### config.mk
export PLATFORM = sky130hd
export DESIGN_NAME = demle_zamanlayici
export DESIGN_NICKNAME = d
export VERILOG_FILES = /design/src/rtl/demle_pkg.sv /design/src/rtl/demle_hesap.sv /design/src/rtl/demle_zamanlayici.sv
export SDC_FILE = /design/constraint.sdc
export NUM_CORES = 1
export LEC_CHECK = 0
export CELL_PAD_IN_SITES_DETAIL_PLACEMENT = 0
export CELL_PAD_IN_SITES_GLOBAL_PLACEMENT = 2
export CORE_UTILIZATION = 39
export DETAILED_ROUTE_END_ITERATION = 6
export HOLD_SLACK_MARGIN = 0.15
export PLACE_DENSITY = 0.88
export SYNTH_ARGS = -nofsm -noshare
export SYNTH_HDL_FRONTEND = slang
export SYNTH_HIERARCHICAL = 1
export SYNTH_SLANG_ARGS = --single-unit
### constraint.sdc
create_clock -name saat -period 15.2 [get_ports saat]
set_clock_uncertainty 0.1 [all_clocks]
set_input_delay 3.04 -clock saat [delete_from_list [all_inputs] [get_ports saat]]
set_output_delay 3.04 -clock saat [all_outputs]
set_load 0.005 [all_outputs]
### src/rtl/demle_pkg.sv
// Shared definitions for the brew timer: FSM state encoding and the
// saturation ceiling used by the arithmetic pipeline.
package demle_pkg;

    typedef enum logic [1:0] {
        BOSTA = 2'd0,
        HESAP = 2'd1,
        SAYIM = 2'd2,
        BITTI = 2'd3
    } durum_t;

    // All-ones value of a genislik-bit brew time (genislik <= 32).
    function automatic logic [31:0] SURE_MAX(input int unsigned genislik);
        return (32'd1 << genislik) - 32'd1;
    endfunction

endpackage

### src/rtl/demle_hesap.sv
// Brew-time arithmetic: (hedef - DERECE) * su + tane with saturation, carried
// through an HESAP_GECIKME-deep register chain together with valid/error bits.
module demle_hesap
    import demle_pkg::*;
#(
    parameter int DERECE        = 20,
    parameter int TANE_W        = 5,
    parameter int SU_W          = 8,
    parameter int SIC_W         = 7,
    parameter int SURE_W        = 15,
    parameter int HESAP_GECIKME = 3
) (
    input  logic              saat,
    input  logic              reset,
    input  logic              i_temizle,
    input  logic              i_gecerli,
    input  logic [TANE_W-1:0] i_tanecikler,
    input  logic [SU_W-1:0]   i_su_miktari,
    input  logic [SIC_W-1:0]  i_hedef_sicaklik,
    output logic              o_gecerli,
    output logic              o_hata,
    output logic [SURE_W-1:0] o_sonuc
);

    localparam int          CARP_W   = SIC_W + SU_W;
    localparam int          TOP_W    = ((CARP_W > TANE_W) ? CARP_W : TANE_W) + 1;
    localparam logic [31:0] DERECE_U = 32'(DERECE);

    logic [SIC_W-1:0]  w_fark;
    logic [CARP_W-1:0] w_carpim;
    logic [TOP_W-1:0]  w_toplam;
    logic              w_hata;
    logic [SURE_W-1:0] w_sonuc;

    logic [HESAP_GECIKME-1:0] r_gecerli;
    logic [HESAP_GECIKME-1:0] r_hata;
    logic [SURE_W-1:0]        r_sonuc [HESAP_GECIKME];

    // Raw brew time; the difference wraps for cold targets but w_hata discards it then.
    always_comb begin
        w_fark   = i_hedef_sicaklik - SIC_W'(DERECE);
        w_carpim = CARP_W'(w_fark) * CARP_W'(i_su_miktari);
        w_toplam = TOP_W'(w_carpim) + TOP_W'(i_tanecikler);
        w_hata   = (32'(i_hedef_sicaklik) <= DERECE_U);
        if (32'(w_toplam) > SURE_MAX(SURE_W)) begin
            w_sonuc = '1;
        end else begin
            w_sonuc = SURE_W'(w_toplam);
        end
    end

    // Delay chain; an abort flushes everything in flight.
    always_ff @(posedge saat) begin
        if (reset || i_temizle) begin
            r_gecerli <= '0;
            r_hata    <= '0;
            for (int i = 0; i < HESAP_GECIKME; i++) begin
                r_sonuc[i] <= '0;
            end
        end else begin
            r_gecerli[0] <= i_gecerli;
            r_hata[0]    <= w_hata;
            r_sonuc[0]   <= w_sonuc;
            for (int i = 1; i < HESAP_GECIKME; i++) begin
                r_gecerli[i] <= r_gecerli[i-1];
                r_hata[i]    <= r_hata[i-1];
                r_sonuc[i]   <= r_sonuc[i-1];
            end
        end
    end

    assign o_gecerli = r_gecerli[HESAP_GECIKME-1];
    assign o_hata    = r_hata[HESAP_GECIKME-1];
    assign o_sonuc   = r_sonuc[HESAP_GECIKME-1];

endmodule

### src/rtl/demle_zamanlayici.sv
// Brew timer top: accepts a request, waits for the computed brew time, counts
// it down in prescaled ticks and reports how the request ended.
module demle_zamanlayici
    import demle_pkg::*;
#(
    parameter int DERECE        = 20,
    parameter int TANE_W        = 5,
    parameter int SU_W          = 8,
    parameter int SIC_W         = 7,
    parameter int SURE_W        = 15,
    parameter int HESAP_GECIKME = 3,
    parameter int TIK_BOLEN     = 1
) (
    input  logic              saat,
    input  logic              reset,
    input  logic              basla,
    input  logic              iptal,
    input  logic [TANE_W-1:0] tanecikler,
    input  logic [SU_W-1:0]   su_miktari,
    input  logic [SIC_W-1:0]  hedef_sicaklik,
    output logic              hazir,
    output logic              mesgul,
    output logic [SURE_W-1:0] sure,
    output logic [SURE_W-1:0] kalan,
    output logic              bitti,
    output logic              demlendi,
    output logic              hata
);

    localparam int               BOL_W   = (TIK_BOLEN > 1) ? $clog2(TIK_BOLEN) : 1;
    localparam logic [BOL_W-1:0] BOL_SON = BOL_W'(TIK_BOLEN - 1);

    durum_t            r_durum;
    logic              r_hazir;
    logic              r_bitti;
    logic              r_demlendi;
    logic              r_hata;
    logic [SURE_W-1:0] r_sure;
    logic [SURE_W-1:0] r_kalan;
    logic [BOL_W-1:0]  r_bolen;

    logic              w_kabul;
    logic              w_temizle;
    logic              w_gecerli;
    logic              w_hata;
    logic [SURE_W-1:0] w_sonuc;

    assign w_kabul   = basla && r_hazir;
    assign w_temizle = iptal && ((r_durum == HESAP) || (r_durum == SAYIM));

    demle_hesap #(
        .DERECE        (DERECE),
        .TANE_W        (TANE_W),
        .SU_W          (SU_W),
        .SIC_W         (SIC_W),
        .SURE_W        (SURE_W),
        .HESAP_GECIKME (HESAP_GECIKME)
    ) u_hesap (
        .saat             (saat),
        .reset            (reset),
        .i_temizle        (w_temizle),
        .i_gecerli        (w_kabul),
        .i_tanecikler     (tanecikler),
        .i_su_miktari     (su_miktari),
        .i_hedef_sicaklik (hedef_sicaklik),
        .o_gecerli        (w_gecerli),
        .o_hata           (w_hata),
        .o_sonuc          (w_sonuc)
    );

    // Request FSM with prescaler and countdown; all outputs come from here.
    always_ff @(posedge saat) begin
        if (reset) begin
            r_durum    <= BOSTA;
            r_hazir    <= 1'b1;
            r_bitti    <= 1'b0;
            r_demlendi <= 1'b0;
            r_hata     <= 1'b0;
            r_sure     <= '0;
            r_kalan    <= '0;
            r_bolen    <= '0;
        end else begin
            r_bitti    <= 1'b0;
            r_demlendi <= 1'b0;
            r_hata     <= 1'b0;
            case (r_durum)
                BOSTA: begin
                    if (basla) begin
                        r_durum <= HESAP;
                        r_hazir <= 1'b0;
                    end
                end
                HESAP: begin
                    // An abort on the same edge as the result wins, so sure is not loaded.
                    if (iptal) begin
                        r_durum <= BITTI;
                        r_bitti <= 1'b1;
                        r_kalan <= '0;
                    end else if (w_gecerli) begin
                        if (w_hata) begin
                            r_sure  <= '0;
                            r_durum <= BITTI;
                            r_bitti <= 1'b1;
                            r_hata  <= 1'b1;
                        end else if (w_sonuc == '0) begin
                            r_sure     <= '0;
                            r_durum    <= BITTI;
                            r_bitti    <= 1'b1;
                            r_demlendi <= 1'b1;
                        end else begin
                            r_sure  <= w_sonuc;
                            r_kalan <= w_sonuc;
                            r_bolen <= '0;
                            r_durum <= SAYIM;
                        end
                    end
                end
                SAYIM: begin
                    if (iptal) begin
                        r_durum <= BITTI;
                        r_bitti <= 1'b1;
                        r_kalan <= '0;
                    end else if (r_bolen == BOL_SON) begin
                        r_bolen <= '0;
                        if (r_kalan <= SURE_W'(1)) begin
                            r_kalan    <= '0;
                            r_durum    <= BITTI;
                            r_bitti    <= 1'b1;
                            r_demlendi <= 1'b1;
                        end else begin
                            r_kalan <= r_kalan - SURE_W'(1);
                        end
                    end else begin
                        r_bolen <= r_bolen + BOL_W'(1);
                    end
                end
                BITTI: begin
                    r_durum <= BOSTA;
                    r_hazir <= 1'b1;
                end
                default: begin
                    r_durum <= BOSTA;
                    r_hazir <= 1'b1;
                    r_kalan <= '0;
                end
            endcase
        end
    end

    assign hazir    = r_hazir;
    assign mesgul   = ~r_hazir;
    assign sure     = r_sure;
    assign kalan    = r_kalan;
    assign bitti    = r_bitti;
    assign demlendi = r_demlendi;
    assign hata     = r_hata;

endmodule

# --- Word-level counts from Yosys, hierarchy flattened ---
# Memory sizes are Yosys's and may differ from the RTL's.
# Cells that the tools add are included.
# W data, S select, Z words.
totals:
  register_bits: 43
  ramBits: 45
  in_bits: 24
  memories: 1
classes:
  n_addsub: 4
  mul: 1
  n_lt_le_gt_ge: 3
  eq_ne: 14
  mux: 49
  bitwise: 7
  reduce_logical: 14
mem_list:
  columns: ["memory", "words", "width", "rd", "rd_ports_with_merged_regs", "wr", "line", "rtl"]
  rows:
  - ["u_hesap.r_sonuc", 3, 15, 3, 0, 3, "demle_hesap.sv:37", "logic [SURE_W-1:0] r_sonuc [HESAP_GECIKME];"]
op_table:
  columns: ["op", "n"]
  rows:
  - ["$mux W15", 13]
  - ["$pmux W15 S2", 1]
  - ["$mux W1", 24]
  - ["$add A15 B5 Y16", 1]
  - ["$gt A16 B15 Y1 const B", 1]
  - ["$le A15 B1 Y1 const B", 1]
  - ["$logic_not A15 Y1", 1]
  - ["$mul A7 B8 Y15", 1]
  - ["$sub A15 B1 Y15 const B", 1]
  - ["$mux W2", 6]
  - ["$ne A2 B2 Y1 const B", 5]
  - ["$ne A3 B3 Y1 const B", 3]
  - ["$pmux W1 S2", 4]
  - ["$pmux W2 S4", 1]
  - ["$le A7 B5 Y1 const B", 1]
  - ["$sub A7 B5 Y7 const B", 1]
  - ["$ne A3 B2 Y1 const B", 2]
  - ["$reduce_and A6 Y1", 1]
  - ["$reduce_and A5 Y1", 1]
  - ["$eq A2 B2 Y1 const B", 2]
  - ["$not A1 Y1", 4]
  - ["$reduce_and A4 Y1", 1]
  - ["$reduce_bool A2 Y1", 2]
  - ["$reduce_or A4 Y1", 1]
  - ["other kinds (9)", 13]

# --- Longest topological paths before layout ---
# Gate-level depths: netlist of run 1.
depth:
  ltp_word: 7
  mapped_depth: 23

# --- Modules after synthesis ---
# Netlist of run 1, hierarchy kept.
by_module_without_submodules:
  columns: ["mod", "instances", "cells_per_inst", "area_per_inst_um2", "seq_area_each_um2"]
  rows:
  - ["demle_hesap", 1, 391, 3778.6, 1021.0]
  - ["demle_zamanlayici", 1, 250, 1999.4, 720.7]

# --- Least setup slack after synthesis of run 1 ---
# OpenSTA, ideal clock, no wires.
synth_path:
  path_type: "input -> register"
  from: "input hedef_sicaklik[2]"
  to: "memory u_hesap.r_sonuc[0][10]"
  setup_time_ns: 0.143
  arrival_ns: 7.800
  required_time_ns: 14.957
  path_slack_ns: 7.156
  stages: 21
  n_path_buf: 1
  path_cell_list: "inv_1 ha_1 inv_1 a21oi_1 xnor2_1 nand2b_1 fa_1 fa_1 inv_1 fa_1 inv_1 fa_1 inv_1 ha_1 and3_1 a221oi_2 o31ai_2 a41oi_2 xor2_2 buf_6 a21oi_2"
synth_lines:
  columns: ["item", "line", "rtl"]
  rows:
  - ["start: declaration", "demle_zamanlayici.sv:20", "input logic [SIC_W-1:0] hedef_sicaklik,"]
  - ["end: declaration", "demle_hesap.sv:37", null]

==> results_dict.tcl, run 1 <==
set metrics [dict create \
    synth_warnings 6 \
    chipWidth_microns 123.7 \
    postCtsSetupRepairBufs 0 \
    cpLargestDelayFamily "adder cells" \
    worstPathMaxFanout 15 \
    cts-root-buf "clkbuf_16" \
    io_buffers 58 \
    die-area_sq_mm 0.01531 \
    ys_seq_area_share_pct 30.14 \
    cp_cell_sequence "clkdlybuf4s50_1, inv_1, ha_1, inv_1, a21oi_1, xnor2_1, nand2b_1, fa_1, fa_1, inv_1, fa_1, inv_1, fa_1, inv_1, ha_1, and3_1, a221oi_2, o31ai_2, a41oi_2, xor2_2, a21oi_1" \
    cp.arrival_ps 9390 \
    synth_top_area_share_pct 30.14 \
    mappedNetlistArea_sq_mm 0.005778 \
    grt_pass1_vias 4462 \
    layout_common_cells "87 x dfxtp_1, 80 x inv_1, 62 x and2_1" \
    crit_required_ps 15280 \
    crit_type "in2reg" \
    crit_path_start_kind "input port" \
    fillers 1426 \
    core_sq_mm 0.01448 \
    min_path_type "reg2reg" \
    finalHoldViolations 0 \
    peakVddDrop_mv 0.07998 \
    syn-num-nets 749 \
    powerDensity_mw_per_mm2 154.4 \
    timing.rr.end "kalan[14]" \
    syn2layout_area_growth_pct 15.01 \
    cts.sinks 87 \
    setup_viol 0 \
    tns_ps 0 \
    status "completed" \
    start_util_pct 39.91 \
    remaining_drc_errors 0 \
    whs_endpoint "u_hesap/r_sonuc[0][32]" \
    nNetsFinal 782 \
    cts_tree "done" \
    end_kind "flip-flop" \
    initialDrtViolationCount 188 \
    ys.flop_type "dfxtp_1" \
    async_flop_share_pct 0 \
    holdBufCountCts 0 \
    avgSynthCellArea_sq_um 9.014 \
    rrSetupSlack_ps 12770 \
    hpwl_microns 9892 \
    synth.largest_area_cell "dfxtp_1" \
    htree_levels 3 \
    rsz0062_at_grt "no" \
    finalNonFillerCells 863 \
    clockBufferDepth 2 \
    antenna_found_initial 0 \
    vias 4479 \
    drive_gt1_share_pct 6.480 \
    synthTopCellsByArea "dfxtp_1 30%, fa_1 12%, ha_1 11%" \
    ys_seq_elements 87 \
    detail_route.wirelength_microns 12620 \
    slew_headroom_pct 36.50 \
    boundaryPins 59 \
    cp_slowest_cell "xor2_2" \
    path_clk_slew_ps 60 \
    slowest_delay_ps 690 \
    grt_pass1_wl_microns 21120 \
    wl_per_cell_microns 14.62 \
    grt_overflow 0 \
    place.gp.congestion 0.8536 \
    r2r_start "u_hesap/r_sonuc[0][41]" \
    crit_buf_inv 6 \
    avgViaCountPerCell 5.190 \
    fin_hold_ws_ps 321.4 \
    min_period_over_period_pct 61.22 \
    antenna_left 0 \
    ctsResizeCount 0 \
    fin_crit_ps 9305 \
    cap_violations 0 \
    worst_slew_pin_slew_ps 950.5 \
    numCtsBuffers 9 \
    drtPass1Iterations 5 \
    rr_worst_depth 5 \
    hold_depth 1 \
    grt_start_max_net_pins 34 \
    die_h_microns 123.7 \
    hold_start "u_hesap/r_sonuc[0][17]" \
    synth_edf_count 0 \
    placementRows 44 \
    p_leak_nw 2.849 \
    fmax_mhz 107.5 \
    final_common_cell "dfxtp_1" \
    dpl.cell_count 847 \
    clk-insertion-delay-late_ps 340 \
    slew_violations 0 \
    antennaDiodeCount 0 \
    grt_usage_pct 17.90 \
    synthCells 641 \
    cp_common_cell "inv_1" \
    ys_types 63 \
]
[worst reg2reg max path, stage by stage (launching register included)]
cell and delay (ps):
dfxtp_1 360, nor4_1 480, a41oi_1 260, o21ai_2 600
nor2_1 250, a32o_2 290
[kinds of logic after synthesis]
family | Yosys count | synth area share, %
flops | 87 | 30.14
buf+inv | 118 | 9.398
fa+ha+maj | 84 | 22.61
compound gates | 124 | 15.53
mux | 2 | 0.3465
xor+xnor | 15 | 2.404
simple gates | 211 | 19.58
[layer usage]
metal,wire (microns),up-vias,track usage (%)
met5,0,-,0
met4,238,0,5.572
met3,426,19,3.297
met2,6419,88,32.92
met1,5533,2184,20.80
li1,-,2188,-
[state kept, by name, summed over array words and instances (netlist names)]
name and count:
sure 15, bitti 1, hata 1, u_hesap/r_gecerli 3, u_hesap/r_sonuc 45, hazir 1
demlendi 1, kalan 15, r_durum 2, u_hesap/r_hata 3
[worst max path at each step]
stage,from,endpoint,slack [ps],depth (start not counted)
after detailed placement,hedef_sicaklik[2],u_hesap/r_sonuc[0][1],5630,21
after global placement,hedef_sicaklik[2],u_hesap/r_sonuc[0][3],5900,21
after CTS,hedef_sicaklik[2],u_hesap/r_sonuc[0][1],5980,21
after global routing,hedef_sicaklik[2],u_hesap/r_sonuc[0][2],5620,21
final,hedef_sicaklik[2],u_hesap/r_sonuc[0][1],5900,21
after floorplan,hedef_sicaklik[2],u_hesap/r_sonuc[0][10],7160,21
[through the flow]
stage / setup slack (ps) / total power [mW] / instance area (sq um) / util [%]
detailed placement: 5628 / 0.8206 / 6361 / 43.93
finish: 5895 / 1.026 / 6645 / 45.90
global placement: 5904 / 0.8166 / 6361 / 43.93
global route: 5619 / 1.119 / 6645 / 45.90
floorplan: 7156 / 0.7065 / 5778 / -
CTS: 5979 / 1.034 / 6645 / 45.90
[cell usage after synthesis (11+ instances only)]
cell       n
nand2_1   54
a21oi_1   43
dfxtp_1   87
clkbuf_1  16
a21oi_2   11
nor2_1    21
nor2b_1   19
ha_1      50
nand3_1   16
inv_1     80
fa_1      34
buf_4     17
o21ai_0   14
and2_1    62
[power by group]
group	switching [mW]	internal, mW
Clock	0.0961	0.114
Combinational	0.323	0.214
Sequential	0.0166	0.263
[cell type report]
class | count | area [sq um] | area share (%)
Timing Repair Buffer | 60 | 595.6 | 8.963
Tap cell | 184 | 230.2 | 3.465
Sequential cell | 87 | 1742 | 26.21
Inverter | 80 | 300.3 | 4.519
Multi-Input combinational cell | 436 | 3493 | 52.57
Clock inverter | 7 | 58.81 | 0.8850
Clock buffer | 9 | 225.2 | 3.389
Power figures use the tool's default switching activity.
==> run 2: changes to the inputs <==
CORE_UTILIZATION = 36   (was 39)
PLACE_DENSITY = 0.82   (was 0.88)
clock period = 8.9 ns   (was 15.2 ns; I/O delays follow)
==> run 2 against run 1 <==
Effect of this change:
- utilization decreased by 2.4 points
- worst hold slack worse by 7.1 ps
- global-route usage fell by 1.5 points
- die area up 8.2%
- critical endpoint unchanged
- total power increased by 73%
- critical path type unchanged
- critical path depth is 1 higher
- register-to-register slack worse by 6300 ps
- count of clock-buffer cells in the layout unchanged
==> results_dict.tcl, run 2 (same netlist as run 1, synthesis figures left out) <==
set metrics [dict create \
    status "completed" \
    rsz0062_at_grt "no" \
    worst_slew_pin_slew_ps 950.1 \
    p_leak_nw 2.864 \
    remaining_drc_errors 0 \
    die-area_sq_mm 0.01656 \
    avgViaCountPerCell 4.890 \
    crit_path_start_kind "input port" \
    fillers 1575 \
    tns_ps 0 \
    hold_depth 1 \
    ctsResizeCount 0 \
    multi_input_area_sq_mm 0.003493 \
    cap_violations 0 \
    finalHoldViolations 0 \
    antenna_found_initial 0 \
    cp_slowest_cell "clkdlybuf4s50_1" \
    worstPathMaxFanout 15 \
    cts.sinks 87 \
    final_common_cell "dfxtp_1" \
    end_kind "flip-flop" \
    min_period_over_period_pct 84.38 \
    cts_tree "done" \
    cts-root-buf "clkbuf_16" \
    vias 4357 \
    drive_gt1_share_pct 6.618 \
    grt_pass1_wl_microns 21450 \
    whs_endpoint "u_hesap/r_sonuc[0][40]" \
    clockBufferDepth 2 \
    layout_common_cells "87 x dfxtp_1, 80 x inv_1, 62 x and2_1" \
    holdBufCountCts 0 \
    boundaryPins 59 \
    wl_per_cell_microns 14.16 \
    place.gp.congestion 0.8527 \
    crit_type "in2reg" \
    nNetsFinal 783 \
    peakVddDrop_mv 0.1066 \
    detail_route.wirelength_microns 12620 \
    htree_levels 3 \
    slowest_delay_ps 610 \
    powerDensity_mw_per_mm2 263.8 \
    die_h_microns 128.7 \
    placementRows 45 \
    rr_worst_depth 6 \
    final_cell_area_sq_mm 0.006714 \
    grt_usage_pct 16.41 \
    largest_reg_flops 45 \
    numCtsBuffers 9 \
    hold_start "u_hesap/r_sonuc[0][25]" \
    min_path_type "reg2reg" \
    crit_required_ps 9000 \
    antenna_left 0 \
    place_area_sq_mm 0.006402 \
    syn2layout_area_growth_pct 16.20 \
    final_util_pct 43.52 \
    grt_overflow 0 \
    hpwl_microns 9961 \
    regMostFlops "u_hesap/r_sonuc" \
    io_buffers 58 \
    antennaDiodeCount 0 \
    drtPass1Iterations 4 \
    initialDrtViolationCount 231 \
    slew_violations 0 \
    fmax_mhz 133.2 \
    timing.rr.end "kalan[5]" \
    fin_crit_ps 7510 \
    grt_pass1_vias 4457 \
    start_util_pct 37.45 \
    cp_cell_sequence "clkdlybuf4s50_1, inv_1, ha_1, inv_1, a21oi_1, xnor2_1, nand2b_1, fa_1, fa_1, inv_1, fa_1, inv_1, fa_1, inv_1, ha_1, and3_1, a221oi_2, o31ai_2, a41oi_2, xor2_2, buf_4, a21oi_1" \
    path_clk_slew_ps 70 \
    core_sq_mm 0.01543 \
    cp_common_cell "inv_1" \
    clk-insertion-delay-late_ps 340 \
    postCtsSetupRepairBufs 0 \
    rrSetupSlack_ps 6450 \
    r2r_start "r_durum[0]" \
    register_area_sq_mm 0.001742 \
    chipWidth_microns 128.7 \
    setup_viol 0 \
    slew_headroom_pct 36.53 \
    grt_start_max_net_pins 34 \
    cp.arrival_ps 7610 \
]
run 2: cell count changes in the layout (fill, tap and decap cells not counted):
cell	delta
clkinv_4	+1
inv_8	+1
inv_6	-2
clkinv_2	-1
bufinv_16	+1
buf_4	+1
run 2: routing by layer:
layer / routed length (microns) / vias up / track usage, %
li1: - / 2196 / -
met1: 5535 / 2062 / 19.26
met2: 6627 / 90 / 31.07
met3: 355 / 9 / 2.162
met4: 101 / 0 / 4.429
met5: 0 / - / 0
run 2: cell type report:
class / count / share of cell area, %
multi-input combinational: 436 / 52.03
timing repair buffer: 61 / 8.982
clock inverter: 7 / 1.286
sequential: 87 / 25.94
clock buffer: 9 / 3.354
inverter: 80 / 4.473
tap: 211 / 3.932
run 2: critical path: cells and delay by family:
kind / cells / cell delay, ps
and+or+nand+nor: 2 / 420
adders and majority gates: 6 / 2630
xor gates and xnor gates: 2 / 640
buffers and inverters: 7 / 1220
AOI/OAI and AO/OA: 5 / 920
run 2: where the power goes:
part           internal [mW]  switching [mW]
registers              0.449          0.0274
logic                  0.364           0.542
clock network          0.224           0.165
total                   1.04           0.734
run 2: worst max-delay path by stage:
| stage | from | end | slack, ps | cells after the start |
|---|---|---|---|---|
| 2_1_floorplan | hedef_sicaklik[2] | u_hesap/r_sonuc[0][10] | 2120 | 21 |
| 3_3_place_gp | hedef_sicaklik[2] | u_hesap/r_sonuc[0][3] | 1250 | 22 |
| 3_5_place_dp | hedef_sicaklik[2] | u_hesap/r_sonuc[0][1] | 1030 | 22 |
| 4_1_cts | hedef_sicaklik[2] | u_hesap/r_sonuc[0][1] | 1380 | 22 |
| 5_1_grt | hedef_sicaklik[2] | u_hesap/r_sonuc[0][0] | 1060 | 22 |
| 6_report | hedef_sicaklik[2] | u_hesap/r_sonuc[0][1] | 1390 | 22 |
run 2: stage by stage:
step           instances  power (mW)  hold slack, ps  setup WS [ps]
5_1_grt              891       1.929           340.1           1059
6_report             891       1.771           314.3           1390
3_5_place_dp         875       1.395           309.7           1030
2_1_floorplan        641       1.207           305.7           2116
3_3_place_gp         875       1.394           308.8           1247
4_1_cts              891       1.794           320.8           1376
